===== src/rtl/bp_nonsynth_stall_counter_bank.sv =====
// Stall-profiler counter bank: per-reason, commit, cycle and bubble counters
// read over a single-outstanding valid/ready-yumi port with optional clear.
//
// Ports:
//   clk_i, reset_n_i (async, active-low)
//   freeze_i, commit_v_i, stall_reason_i : per-cycle event stream
//   rd_v_i, rd_addr_i, rd_clear_i, rd_ready_o : read request
//   rd_v_o, rd_data_o, rd_err_o, rd_yumi_i    : read response
//   overflow_o : sticky wrap flags (BP_STALL_CTR_OVERFLOW_EN only)
// Address map: 0..R-1 reason, R commit, R+1 cycle, R+2 unattributed.
// Macro BP_STALL_CTR_OVERFLOW_EN: wrapping counters plus overflow_o;
// undefined: saturating counters.
module bp_nonsynth_stall_counter_bank #(
  parameter int num_reasons_p = 16,
  parameter int ctr_width_p   = 32,
  parameter int addr_width_p  = 5
) (
  input  logic                     clk_i,
  input  logic                     reset_n_i,
  input  logic                     freeze_i,
  input  logic                     commit_v_i,
  input  logic [num_reasons_p-1:0] stall_reason_i,
  input  logic                     rd_v_i,
  input  logic [addr_width_p-1:0]  rd_addr_i,
  input  logic                     rd_clear_i,
  output logic                     rd_ready_o,
  output logic                     rd_v_o,
  output logic [ctr_width_p-1:0]   rd_data_o,
  output logic                     rd_err_o,
`ifdef BP_STALL_CTR_OVERFLOW_EN
  output logic [num_reasons_p+2:0] overflow_o,
`endif
  input  logic                     rd_yumi_i
);

  localparam int NC = num_reasons_p + 3;
  localparam int CR = num_reasons_p;
  localparam int CY = num_reasons_p + 1;
  localparam int UN = num_reasons_p + 2;
  localparam logic [ctr_width_p-1:0] ONES = '1;

  typedef enum logic {IDLE, RESP} state_e;

  state_e                 state_q;
  logic                   rd_ready_q;
  logic                   rd_v_q;
  logic [ctr_width_p-1:0] rd_data_q;
  logic                   rd_err_q;

  logic [ctr_width_p-1:0] ctr_q [NC];
  logic [ctr_width_p-1:0] ctr_d [NC];
  logic [NC-1:0]          inc;
  logic [NC-1:0]          clr;
  logic [NC-1:0]          wrap;
  logic                   accept;
  logic                   in_range;
  logic [ctr_width_p-1:0] rd_val;

  assign accept   = rd_v_i & rd_ready_q;
  assign in_range = 32'(rd_addr_i) < NC;

  // Commit wins over reasons; bubbles with no reason are unattributed.
  always_comb begin
    inc = '0;
    if (!freeze_i) begin
      inc[CY] = 1'b1;
      if (commit_v_i) begin
        inc[CR] = 1'b1;
      end else if (|stall_reason_i) begin
        inc[num_reasons_p-1:0] = stall_reason_i;
      end else begin
        inc[UN] = 1'b1;
      end
    end
  end

  // Out-of-range addresses match nothing: data 0, no clear.
  always_comb begin
    rd_val = '0;
    clr    = '0;
    for (int k = 0; k < NC; k++) begin
      if (32'(rd_addr_i) == k) begin
        rd_val = ctr_q[k];
        clr[k] = accept & rd_clear_i;
      end
    end
  end

  // A clear restarts from 0 but still takes this cycle's event.
  always_comb begin
    wrap = '0;
    for (int k = 0; k < NC; k++) begin
      ctr_d[k] = clr[k] ? '0 : ctr_q[k];
      if (inc[k]) begin
        if (ctr_d[k] == ONES) begin
`ifdef BP_STALL_CTR_OVERFLOW_EN
          ctr_d[k] = '0;
          wrap[k]  = 1'b1;
`endif
        end else begin
          ctr_d[k] = ctr_d[k] + ctr_width_p'(1);
        end
      end
    end
  end

  always_ff @(posedge clk_i or negedge reset_n_i) begin
    if (!reset_n_i) begin
      for (int k = 0; k < NC; k++) ctr_q[k] <= '0;
    end else begin
      for (int k = 0; k < NC; k++) ctr_q[k] <= ctr_d[k];
    end
  end

`ifdef BP_STALL_CTR_OVERFLOW_EN
  logic [NC-1:0] ovf_q;

  always_ff @(posedge clk_i or negedge reset_n_i) begin
    if (!reset_n_i) begin
      ovf_q <= '0;
    end else begin
      ovf_q <= (ovf_q & ~clr) | wrap;
    end
  end

  assign overflow_o = ovf_q;
`else
  logic unused_wrap;
  assign unused_wrap = |wrap;
`endif

  always_ff @(posedge clk_i or negedge reset_n_i) begin
    if (!reset_n_i) begin
      state_q    <= IDLE;
      rd_ready_q <= 1'b1;
      rd_v_q     <= 1'b0;
      rd_data_q  <= '0;
      rd_err_q   <= 1'b0;
    end else begin
      unique case (state_q)
        IDLE: begin
          if (rd_v_i) begin
            state_q    <= RESP;
            rd_ready_q <= 1'b0;
            rd_v_q     <= 1'b1;
            rd_data_q  <= rd_val;
            rd_err_q   <= ~in_range;
          end
        end
        RESP: begin
          if (rd_yumi_i) begin
            state_q    <= IDLE;
            rd_ready_q <= 1'b1;
            rd_v_q     <= 1'b0;
          end
        end
        default: begin
          state_q    <= IDLE;
          rd_ready_q <= 1'b1;
          rd_v_q     <= 1'b0;
        end
      endcase
    end
  end

  assign rd_ready_o = rd_ready_q;
  assign rd_v_o     = rd_v_q;
  assign rd_data_o  = rd_data_q;
  assign rd_err_o   = rd_err_q;

endmodule


===== config.mk =====
export PLATFORM = sky130hd
export DESIGN_NAME = bp_nonsynth_stall_counter_bank
export DESIGN_NICKNAME = d
export VERILOG_FILES = /design/src/rtl/bp_nonsynth_stall_counter_bank.sv
export SDC_FILE = /design/constraint.sdc
export NUM_CORES = 2
export LEC_CHECK = 0
export BUFFER_PORTS_ARGS = -buffer_cell sky130_fd_sc_hd__buf_4
export CORE_MARGIN = 3
export CORE_UTILIZATION = 25
export CTS_BUF_LIST = sky130_fd_sc_hd__clkbuf_8
export DETAILED_ROUTE_END_ITERATION = 12
export GPL_TIMING_DRIVEN = 0
export PLACE_DENSITY = 0.44
export SLEW_MARGIN = 15
export SYNTH_ARGS = -nofsm -noshare
export SYNTH_HDL_FRONTEND = slang
export SYNTH_SLANG_ARGS = --single-unit

===== constraint.sdc =====
create_clock -name clk_i -period 7.4 [get_ports clk_i]
set_clock_uncertainty 0.15 [all_clocks]
set_input_delay 0.74 -clock clk_i [delete_from_list [all_inputs] [get_ports clk_i]]
set_output_delay 0.74 -clock clk_i [all_outputs]
set_load 0.03 [all_outputs]

==> metrics.cfg <==
[pwr]
swShare_pct=35.2
powerDensity_mw_per_mm2=213
power_mw=9.93
p_leak_nw=18.0
power.share.sequential_pct=44.3
p_switching_mw=3.50
clkPwrFrac_pct=39.3
internal_power_mw=6.43
combPwrFrac_pct=16.3
max-vdd-ir-drop_uv=205

[cts]
cts_resized=0
cts.sinks=644
cts_hold_buf=4
cts_buffers=134
cts_buffer_depth=3
ctsRootBufferMaster=clkbuf_8
cts_tree=done
clock_latency_ps=900
clk_pin_slew_ps=60
cts_setup_buffers=0
htree_num_levels=4

[drt]
drt_pass1_iterations=6
num_vias=41900
drtAntennaViolNets=0
drt_wl_total_mm=209
drc=0
wl_per_cell_um=28.9
dr.first_iter.drc_count=5368
vias_per_cell=5.79

[place]
place.detailed.hpwl_mm=160
placed_area_mm2=0.0440
io_buffers=58
place_congestion=1.02
dp_slack_ps=291

[synth]
ys_types=97
synth-seq-cells=644
ys_seq_area_share_pct=39.8
netlist_instances=4761
synthesis.area_mm2=0.0405
syn_avg_cell_area_um2=8.51
synth-edff-count=0
syn-num-nets=4808
async_flop_share_pct=100
ys_warn_count=0
ys.flop_type=dfrtp_1

[layout]
fillers=17400
final_area_mm2=0.0467
drive_above_1_share_pct=8.12
fin_util_pct=29.1
seqCellArea_mm2=0.0161
multiInputGateArea_mm2=0.0230
area_delta_synth_final_pct=15.3
fin_nets=5019

[setup_path]
crit_type=input port to flip-flop
cp_common_cell=buf_2
end_kind=flip-flop
crit_buf_inv=9
critPathMaxFanout=10
slowest_stage=nor4_2
cp-start-kind=input port
crit_required_ps=8050
crit_chain=dlygate4sd3_1, buf_4, nand3_1, buf_2, buf_4, buf_2, buf_2, nor3_1, clkbuf_1, nor2_1, ha_1, nand2_1, nor2_1, nand3_1, nor4_2, clkbuf_1, buf_2, o311ai_0, nand2_1
max_stage_delay_ps=700
crit_family=buffers and inverters
cp_data_arrival_time_ps=7640

[timing]
holdWs_ps=172
finalWorstSetupSlack_ps=409
max_freq_mhz=143
maxSlewViolCount=0
finalCriticalPeriod_ps=6990
maxSlewHeadroom_pct=5.83
hold_viol=0
setup_viol=0
worst_slew_pin_slew_ps=1380
period_share_pct=94.5
rsz0062_at_grt=false

[grt]
grtUsageMet2_pct=35.4
antenna_found_initial=12
grtUsageMet3_pct=5.94
grt.overflow.total=0
grt.busiest_layer=met2
grt.total_usage_pct=24.4
grt_start_max_net_pins=96
grt_use_met1_pct=33.3
grt_pass1_wl_mm=298
grt_pass1_vias=39500

[die]
die-area_mm2=0.167
start_util_pct=25.2
core-area_mm2=0.161
rows=147
die_y_um=409
pin_count=63
fp.dieW_um=409

[hold_path]
hold_path.class=input port to flip-flop

[job]
cap_violations=0

[outcome]
status=finished, final reports clean

==> routing by layer <==
layer | routed length, um | share of wire (%) | vias to the layer above
li1 | - | - | 18300
met1 | 90000 | 43 | 21100
met2 | 88200 | 42 | 2076
met3 | 19000 | 9.1 | 501
met4 | 12100 | 5.8 | 0
met5 | 0 | 0 | -
==> cells in the final DEF (no fill, tap or decap), drive strengths merged, types with 66 or more instances in the layout <==
master  synthesis  layout
and2           79      79
dfrtp         643     643
clkbuf        205     371
inv           100     157
o31ai          66      66
or3           110     110
nor2          459     459
buf            63     133
a22oi          69      69
xnor2         237     237
nand3         267     267
and3          118     118
nor3          147     147
and4           70      70
or4            81      81
a21oi         244     244
nand4         221     221
nor4          107     107
xor2          103     103
nand2         511     511
o21ai         166     166
a211oi         72      72
==> final cells by class <==
type,count,area share (%)
sequential,644,34.5
clock inverter,70,0.806
inverter,100,0.804
multi-input combinational,3749,49.3
tap,2160,5.79
antenna,7,0.0375
timing repair buffer,75,1.59
clock buffer,166,4.89
buffer,268,2.32
==> worst register-to-register path, delay by kind of cell, from the launching register on <==
family	cells	cell delay, ps
AOI/OAI and AO/OA	1	180
adders and majority gates	1	240
buffers and inverters	7	3510
and+or+nand+nor	8	2240
DFF	1	420
==> metrics by stage <==
stage               instances  setup TNS [ps]
floorplan                4761               0
global placement         6979        -1769630
detailed placement       6992               0
CTS                      7232               0
global route             7234               0
finish                   7239               0
==> power groups by stage <==
stage	Sequential, mW	Combinational [mW]	Clock [mW]
after floorplan	4.21	0.874	0
after detailed placement	4.44	1.59	0
after CTS	4.38	1.60	4.00
after global placement	4.44	1.55	0
final	4.40	1.62	3.91
after global routing	4.41	1.75	4.16
==> sequential cells by signal, indices dropped and copies added, names as in the netlist <==
| signal | count |
|---|---|
| ctr_q | 608 |
| rd_data_o | 32 |
| rd_err_o | 1 |
| rd_ready_o | 1 |
| rd_v_o | 1 |
| state_q | 1 |
==> path summary, 6_finish.rpt <==
check,start,endpoint,slack [ps],cells past startpoint
worst min-delay path,stall_reason_i[6],ctr_q[386]$_DFF_PN0_,170,5
worst max-delay path,rd_v_i,ctr_q[265]$_DFF_PN0_,410,19
worst min register to register,ctr_q[135]$_DFF_PN0_,ctr_q[135]$_DFF_PN0_,370,1
max in group asynchronous,reset_n_i,ctr_q[223]$_DFF_PN0_,5190,5
min in group asynchronous,reset_n_i,ctr_q[526]$_DFF_PN0_,270,2
worst max register to register,rd_ready_o$_DFFE_PN1P_,ctr_q[265]$_DFF_PN0_,560,17
==> cell usage after synthesis (38+ instances only) <==
master    instances  area [um2]
o31ai_1          64         480
nor3_1          143         716
mux2i_1          58         581
nand2b_1         38         238
dfrtp_1         643       16100
o21ai_0         162         811
o22ai_1          43         269
nand4_1         221        1380
and3_1          118         738
and2_1           76         475
or3_1           110         688
a22oi_1          69         518
a211oi_1         71         533
a21oi_1         244        1220
nand2_1         511        1920
xor2_1          103         902
o211ai_1         46         345
nand3_1         267        1340
xnor2_1         237        2080
and4_1           70         613
inv_1           100         375
nor2_1          459        1720
nor4_1          104         651
or4_1            81         608
clkbuf_1        205         769
==> logic make-up after synthesis <==
| family | Yosys count | share of synthesized area [%] |
|---|---|---|
| simple gates | 2307 | 29.6 |
| buf+inv | 368 | 3.59 |
| compound gates | 993 | 16.7 |
| flops | 644 | 39.8 |
| fa+ha+maj | 19 | 0.587 |
| xor+xnor | 340 | 7.35 |
| mux | 90 | 2.41 |
Power figures use the tool's default switching activity.
